===== src/rtl/store_queue.sv =====
// rtl/store_queue.sv - in-order circular store queue draining committed stores to data memory
module store_queue #(
  parameter int DEPTH = 8,
  parameter int ROB_W = 5,
  localparam int IW = $clog2(DEPTH),
  localparam int PW = IW + 1,
  localparam int LSQ_W = 65 + ROB_W
) (
  input  logic             clk,
  input  logic             reset,
  input  logic             alloc_valid,
  input  logic [ROB_W-1:0] alloc_rob_tag,
  input  logic             alloc_sh,
  output logic             alloc_ready,
  input  logic             exec_valid,
  input  logic [ROB_W-1:0] exec_rob_tag,
  input  logic [31:0]      exec_addr,
  input  logic [31:0]      exec_data,
  input  logic             commit_valid,
  input  logic [ROB_W-1:0] commit_rob_tag,
  input  logic             flush,
  output logic             store_wb,
  output logic [LSQ_W-1:0] lsq_out,
  output logic [PW-1:0]    sq_count
);

  logic [DEPTH-1:0] valid_q, ready_q, committed_q;
  logic             sh_q   [DEPTH];
  logic [ROB_W-1:0] tag_q  [DEPTH];
  logic [31:0]      addr_q [DEPTH];
  logic [31:0]      data_q [DEPTH];

  logic [PW-1:0]    head, tail, count, keep_cnt;
  logic [IW-1:0]    head_idx, tail_idx;
  logic [DEPTH-1:0] exec_hit, commit_hit, committed_n;
  logic             drain, do_alloc;

  assign count       = tail - head;
  assign sq_count    = count;
  assign alloc_ready = (count < PW'(DEPTH));
  assign head_idx    = head[IW-1:0];
  assign tail_idx    = tail[IW-1:0];
  assign drain       = valid_q[head_idx] && committed_q[head_idx] && ready_q[head_idx];
  assign do_alloc    = alloc_valid && alloc_ready && !flush;

  always_comb begin
    exec_hit   = '0;
    commit_hit = '0;
    for (int i = 0; i < DEPTH; i++) begin
      exec_hit[i]   = exec_valid && !flush && valid_q[i] && !ready_q[i] && (tag_q[i] == exec_rob_tag);
      commit_hit[i] = commit_valid && valid_q[i] && (tag_q[i] == commit_rob_tag);
    end
    committed_n = committed_q | commit_hit;
  end

  // Committed entries form a contiguous run from head, so a flush keeps exactly that many.
  always_comb begin
    keep_cnt = '0;
    for (int i = 0; i < DEPTH; i++) begin
      if (valid_q[i] && committed_n[i]) keep_cnt = keep_cnt + PW'(1);
    end
  end

  always_ff @(posedge clk) begin
    if (reset) begin
      valid_q     <= '0;
      ready_q     <= '0;
      committed_q <= '0;
      head        <= '0;
      tail        <= '0;
      store_wb    <= 1'b0;
      lsq_out     <= '0;
    end else begin
      store_wb <= drain;
      for (int i = 0; i < DEPTH; i++) begin
        if (exec_hit[i])   ready_q[i]     <= 1'b1;
        if (commit_hit[i]) committed_q[i] <= 1'b1;
      end
      if (drain) begin
        lsq_out               <= {addr_q[head_idx], data_q[head_idx], sh_q[head_idx], tag_q[head_idx]};
        valid_q[head_idx]     <= 1'b0;
        ready_q[head_idx]     <= 1'b0;
        committed_q[head_idx] <= 1'b0;
        head                  <= head + PW'(1);
      end
      if (flush) begin
        for (int i = 0; i < DEPTH; i++) begin
          if (valid_q[i] && !committed_n[i]) begin
            valid_q[i] <= 1'b0;
            ready_q[i] <= 1'b0;
          end
        end
        tail <= head + keep_cnt;
      end else if (do_alloc) begin
        valid_q[tail_idx]     <= 1'b1;
        ready_q[tail_idx]     <= 1'b0;
        committed_q[tail_idx] <= 1'b0;
        tail                  <= tail + PW'(1);
      end
    end
  end

  always_ff @(posedge clk) begin
    for (int i = 0; i < DEPTH; i++) begin
      if (exec_hit[i]) begin
        addr_q[i] <= exec_addr;
        data_q[i] <= exec_data;
      end
    end
    if (do_alloc) begin
      tag_q[tail_idx] <= alloc_rob_tag;
      sh_q[tail_idx]  <= alloc_sh;
    end
  end

  // Committing a store before its address/data are known is a protocol error.
  assert property (@(posedge clk) disable iff (reset)
    !(|(commit_hit & ~ready_q)));
  assert property (@(posedge clk) disable iff (reset)
    !(do_alloc && exec_valid && (exec_rob_tag == alloc_rob_tag)));
  assert property (@(posedge clk) disable iff (reset)
    !(do_alloc && commit_valid && (commit_rob_tag == alloc_rob_tag)));

endmodule


===== config.mk =====
export PLATFORM = sky130hd
export DESIGN_NAME = store_queue
export DESIGN_NICKNAME = d
export VERILOG_FILES = /design/src/rtl/store_queue.sv
export SDC_FILE = /design/constraint.sdc
export NUM_CORES = 1
export LEC_CHECK = 0
export CORE_MARGIN = 2
export CORE_UTILIZATION = 60
export CTS_BUF_LIST = sky130_fd_sc_hd__clkbuf_4
export CTS_CLUSTER_DIAMETER = 100
export DETAILED_ROUTE_END_ITERATION = 10
export GPL_ROUTABILITY_DRIVEN = 1
export PLACE_DENSITY = 0.8
export REMOVE_ABC_BUFFERS = 1
export SKIP_CTS_REPAIR_TIMING = 1
export SLEW_MARGIN = 30
export SYNTH_ARGS = -nofsm -noshare
export SYNTH_HDL_FRONTEND = slang
export SYNTH_SLANG_ARGS = --single-unit

===== constraint.sdc =====
create_clock -name clk -period 20.8 [get_ports clk]
set_input_delay 2.08 -clock clk [delete_from_list [all_inputs] [get_ports clk]]
set_output_delay 2.08 -clock clk [all_outputs]
set_load 0.005 [all_outputs]

## Yosys cells after proc, flatten, opt, wreduce, memory -nomap -nowiden

Memories as Yosys holds them, arrays and structs flattened. A register that Yosys moved wholly into a read port is not among the register bits.
Cells that the tools add are included.

- Register bits: 33
- Bits in writable memories: 560
- Bits of input ports: 86
- Memories: 4

- $add $sub $neg: 11
- Order comparisons: 5
- Equality and inequality tests: 16
- Mux-type cells: 98
- Bitwise gates (word level): 9
- Reduce and logical (&&, ||, !) cells: 81

Memory list:

| name | depth | width | rd ports | clocked after Yosys merged registers in | wr ports | line | RTL |
|---|---|---|---|---|---|---|---|
| addr_q | 8 | 32 | 1 | 1 | 8 | 30 | `logic [31:0] addr_q [DEPTH];` |
| data_q | 8 | 32 | 1 | 1 | 8 | 31 | `logic [31:0] data_q [DEPTH];` |
| tag_q | 8 | 5 | 9 | 1 | 1 | 29 | `logic [ROB_W-1:0] tag_q [DEPTH];` |
| sh_q | 8 | 1 | 1 | 1 | 1 | 28 | `logic sh_q [DEPTH];` |

Operators with widths:

| kind | count |
|---|---|
| 8-bit 2-to-1 mux | 12 |
| 5-bit equality test | 16 |
| 1-bit 2-to-1 mux | 72 |
| 1-bit logical AND | 63 |
| 8-bit AND | 5 |
| 4-bit by 1-bit adder with 4-bit output, second input constant | 9 |
| 4-bit 2-to-1 mux | 9 |
| 1-bit logical NOT | 17 |
| 8-bit inverter | 2 |
| 8-bit OR | 2 |
| 1-bit binary-select mux with 3-bit select | 3 |
| 3-bit by 4-bit < comparator with 1-bit output, second input constant | 2 |
| 1-bit demux with 3-bit select | 2 |
| 3-bit by 1-bit greater-or-equal comparator with 1-bit output, second input constant | 2 |
| 4-bit adder | 1 |
| 4-bit < comparator, second input constant | 1 |
| 4-bit subtractor | 1 |
| 2-bit nonzero test | 1 |

## Logic depth before layout (Yosys ltp)

An unclocked memory read counts as a cell.

- Depth after elaboration: 22
- Gate-level depth with buffers: 31
- Gate-level depth less buffers: 29

## Worst setup path after synthesis

OpenSTA, ideal clock, no wires.

- Path kind: input -> register
- Start point: input port commit_rob_tag[3]
- End point: register tail[3]
- Setup time: 0.096 ns
- Arrival: 8.210 ns
- Data required time: 20.704 ns
- Setup slack: 12.495 ns
- Stages: 30
- Buffers on the path: 2
- Path through: buf_6 -> xor2_1 -> nor4_1 -> a21o_1 -> and2_1 -> inv_1 -> ha_1 -> clkbuf_1 -> clkinv_1 -> xnor2_1 -> inv_1 -> ha_1 -> nor2_1 -> or4_1 -> a31oi_1 -> a31oi_1 -> ha_1 -> or2_2 -> a32oi_1 -> a22oi_4 -> ha_1 -> mux2_2 -> ha_1 -> a21o_1 -> a21oi_1 -> xnor2_1 -> xor2_1 -> xnor2_1 -> and4_2 -> o41ai_2

- Longest elaborated chain between the ends: 21
- Elaborated cells between the ends (all ways): 42

RTL lines:

| element | line | RTL |
|---|---|---|
| start: declaration | 20 | `input logic [ROB_W-1:0] commit_rob_tag,` |
| 5-bit equality test | 51 | `commit_hit[i] = commit_valid && valid_q[i] && (tag_q[i] == commit_rob_tag);` |
| 1-bit logical AND | 51 |  |
| 8-bit OR (*) | 53 | `committed_n = committed_q \| commit_hit;` |
| 1-bit logical AND | 60 | `if (valid_q[i] && committed_n[i]) keep_cnt = keep_cnt + PW'(1);` |
| 1-bit 2-to-1 mux | 60 |  |
| 4-bit by 1-bit adder with 4-bit output | 60 |  |
| 4-bit 2-to-1 mux | 60 |  |
| 4-bit by 1-bit adder with 4-bit output | 60 |  |
| [... 5 more ...] | - |  |
| 4-bit by 1-bit adder with 4-bit output | 60 |  |
| 4-bit 2-to-1 mux | 60 |  |
| 4-bit by 1-bit adder with 4-bit output | 60 |  |
| 4-bit 2-to-1 mux | 60 |  |
| 4-bit by 1-bit adder with 4-bit output | 60 |  |
| 4-bit 2-to-1 mux (*) | 60 |  |
| 4-bit adder (*) | 93 | `tail <= head + keep_cnt;` |
| 4-bit 2-to-1 mux (*) | 86 | `if (flush) begin` |
| end signal: assignment | 93 |  |
| end signal: assignment | 98 | `tail <= tail + PW'(1);` |
| end: declaration | 33 | `logic [PW-1:0] head, tail, count, keep_cnt;` |

Mark *: on every way between the ends. The rest lies on a longest branch, timed or not.
A chain may end at the register's enable or synchronous reset.

## Worst setup path after layout

- Start point: input port commit_rob_tag[1]
- End point: register tail[3]

Same word-level chain as after synthesis.

==> summary.md <==
| Metric | Value |
|---|---|
| Global-route wire length before repair | 92.2 mm |
| Leak pwr | 9.97 nW |
| # DRC | 0 |
| Final Critical Period | 8.75 ns |
| Initial antenna violation count | 7 |
| Syn Area/Cell | 16.9 µm² |
| Clk buf depth | 3 |
| Final setup margin | 12.05 ns |
| Vias in the first global route | 16200 |
| Top FF cell, synth | edfxtp_1 |
| Max_slew headroom | 0.322 |
| Pre-CTS setup slack | 11.21 ns |
| Final period util | 0.421 |
| CTS H-tree depth | 4 |
| Status | complete, no violations |
| Drt via density | 6.10 |
| Area grow syn2layout | 16.8% |
| Setup CP Type | input pin to register |
| Hold WC Path Type | register to register |
| Min-Delay Path Depth | 2 |
| # rows | 77 |
| Peak supply drop | 72.3 µV |
| Worst Min Path Start | lsq_out[2]$_SDFFE_PP0P_ |
| Setup TNS | 0 ns |
| Root Driver | clkbuf_4 |
| WP data required | 21.61 ns |
| Crit path top cell by count | ha_1 |
| GRT Overall Usage | 0.267 |
| Arrival @ worst endpoint | 9.56 ns |
| Crit Path Max Fanout | 9 |
| Worst reg2reg startpoint | tag_q[0][1]$_DFFE_PP_ |
| Crit. End Element | register |
| Worst reg2reg path depth | 28 |
| RSZ-0062 raised after global routing | false |
| Final hold violation count | 0 |
| EDFF count, synth | 560 |
| CTS Buf Count | 161 |
| Die boundary width | 215 µm |
| GPL Wtd Cong | 0.907 |
| Post-Route WL | 60.5 mm |
| CTS clk-pin slew, worst paths | 0.07 ns |
| Clk sinks | 663 |
| WHS Endpoint | lsq_out[2]$_SDFFE_PP0P_ |
| Yosys cell types | 73 |
| Std-Cell Core Area | 44100 µm² |
| Worst-margin pin slew | 1.02 ns |
| Post-route ant nets | 0 |
| Synth Cell Area | 26700 µm² |
| IO Pins | 162 |
| Mapped Cells | 1585 |
| R2R Path End | tail[3]$_SDFFE_PP0P_ |
| Sequential fraction of the synthesis area | 0.706 |
| Post-synthesis register bit count | 663 |
| Clock Skews | 0.0525 ns |
| Via count | 15700 |
| FMAX | 114 MHz |
| Initial DRT Pass Iterations | 6 |
| Chip height | 215 µm |
| Initial Util | 0.606 |
| Gr ovfl total | 0 |
| CTS tree | yes |
| Number of synthesis warnings | 0 |
| Layout cells sized above 1 | 0.234 |
| # setup viols final | 0 |
| PwrDens | 82.9 nW/µm² |
| HPWL after DPL | 34.3 mm |
| Max-slew violations | 0 |
| Async set-reset flop share out of synthesis | 0 |
| Fin nets | 1945 |
| Crit path launch type | input pin |
| Die area | 46200 µm² |
| Routed wire per std cell | 23.5 µm |
| Later-pin clock latency in the skew report | 0.95 ns |
| Port Buffer Count | 161 |
| Number of max-cap violations | 0 |
| Crit-path max cell delay | 0.69 ns |
| Initial DRC Count | 1662 |
| Crit-path slowest cell | clkdlybuf4s50_1 |
| Reg2Reg Setup Slack | 13.55 ns |
| Maximum number of pins on one net before global-route repair | 90 |
==> worst max path at each step <==
stage	startpoint	end	slack [ns]	cells past startpoint
5_1_grt	commit_rob_tag[2]	tail[3]$_SDFFE_PP0P_	11.56	29
6_report	commit_rob_tag[1]	tail[3]$_SDFFE_PP0P_	12.05	29
4_1_cts	commit_rob_tag[1]	tail[3]$_SDFFE_PP0P_	12.23	29
3_5_place_dp	commit_rob_tag[1]	tail[3]$_SDFFE_PP0P_	11.21	29
3_3_place_gp	commit_rob_tag[1]	tail[3]$_SDFFE_PP0P_	11.49	29
2_1_floorplan	head[0]$_SDFFE_PP0P_	ready_q[5]$_SDFF_PP0_	3.52	5
==> Yosys cell counts, types with 3 or more instances <==
| cell | n | area [µm²] |
|---|---|---|
| nor2b_1 | 3 | 18.8 |
| mux4_2 | 142 | 3200 |
| buf_1 | 24 | 90.1 |
| a311oi_1 | 77 | 674 |
| edfxtp_1 | 560 | 16800 |
| inv_1 | 26 | 97.6 |
| nor2_1 | 130 | 488 |
| o211ai_1 | 6 | 45.0 |
| o31ai_1 | 3 | 22.5 |
| nand2_1 | 172 | 646 |
| nand4_1 | 16 | 100 |
| a31oi_1 | 11 | 68.8 |
| mux2i_1 | 3 | 30.0 |
| and2_1 | 3 | 18.8 |
| xnor2_1 | 78 | 683 |
| nand4b_1 | 7 | 61.3 |
| nor3_1 | 13 | 65.1 |
| clkbuf_1 | 63 | 236 |
| dfxtp_1 | 103 | 2060 |
| xor2_2 | 3 | 48.8 |
| or2_2 | 3 | 18.8 |
| xor2_1 | 16 | 140 |
| buf_6 | 4 | 45.0 |
| a21oi_1 | 12 | 60.1 |
| nor4_1 | 8 | 50.1 |
| nand3_1 | 11 | 55.1 |
| a21o_1 | 5 | 37.5 |
| or3_1 | 6 | 37.5 |
| ha_1 | 16 | 200 |
| o21ai_0 | 4 | 20.0 |
==> placed cells by master (no fill, tap or decap), drive strengths merged, types with 4 or more instances in the layout <==
master / synthesis / layout
a21o: 5 / 5
a21oi: 12 / 12
a311oi: 77 / 77
a31oi: 11 / 11
and2: 4 / 4
buf: 30 / 26
bufinv: 0 / 5
clkbuf: 63 / 239
clkdlybuf4s50: 0 / 160
clkinv: 2 / 52
dfxtp: 103 / 103
edfxtp: 560 / 560
ha: 16 / 16
inv: 27 / 32
mux4: 142 / 142
nand2: 172 / 172
nand3: 11 / 11
nand4: 16 / 16
nand4b: 7 / 7
nor2: 130 / 130
nor3: 13 / 13
nor4: 9 / 9
o211ai: 7 / 7
o21ai: 5 / 5
o31ai: 4 / 4
or3: 6 / 6
xnor2: 81 / 81
xor2: 19 / 19
==> critical path: cells and delay by family <==
family | cells | cell delay [ns]
compound gates | 8 | 1.54
mux | 1 | 0.29
xor+xnor | 5 | 1.14
buf+inv | 4 | 1.18
fa+ha+maj | 5 | 1.67
simple gates | 6 | 1.63
==> metrics by stage <==
step / area, µm² / power [mW] / hold WS, ns / cells / utilization
5_1_grt: 31200 / 2.69 / 0.520 / 2570 / 0.707
6_report: 31200 / 2.59 / 0.498 / 2570 / 0.707
3_3_place_gp: 29000 / 1.52 / 0.482 / 2267 / 0.656
2_1_floorplan: 26300 / 1.48 / 0.462 / 1492 / -
4_1_cts: 31200 / 2.62 / 0.501 / 2569 / 0.707
3_5_place_dp: 29100 / 1.53 / 0.492 / 2270 / 0.658
==> state kept, by name, summed over array words and instances (netlist names) <==
name and flops:
addr_q 256, committed_q 8, data_q 256, head 4, lsq_out 70, ready_q 8
sh_q 8, store_wb 1, tag_q 40, tail 4, valid_q 8
==> kinds of logic after synthesis <==
| kind of cell | synth area share |
|---|---|
| DFF | 0.706 |
| adders and majority gates | 0.00899 |
| AOI/OAI and AO/OA | 0.0461 |
| buffers and inverters | 0.0184 |
| xor gates and xnor gates | 0.0358 |
| muxes | 0.122 |
| and+or+nand+nor | 0.0626 |
==> cell type report <==
type / count / area (µm²)
sequential: 663 / 18900
fill: 2908 / 12900
multi-input combinational: 800 / 7440
timing repair buffer: 186 / 1870
clock buffer: 239 / 1790
tap: 592 / 741
clock inverter: 60 / 368
inverter: 29 / 109
antenna: 1 / 2.50
==> power by group <==
group | leakage [nW] | internal, mW | switching, mW | total [mW]
Combinational | 2.82 | 0.0240 | 0.0332 | 0.0572
Sequential | 5.87 | 1.44 | 0.00211 | 1.44
Clock | 1.28 | 0.591 | 0.498 | 1.09
==> routing by layer <==
metal / track usage / up-vias / wire length (µm)
met5: 0 / - / 82
met4: 0.102 / 12 / 1580
met3: 0.0832 / 154 / 5820
met2: 0.422 / 775 / 29600
met1: 0.353 / 7869 / 23400
li1: - / 6857 / -
Power figures use the tool's default switching activity.
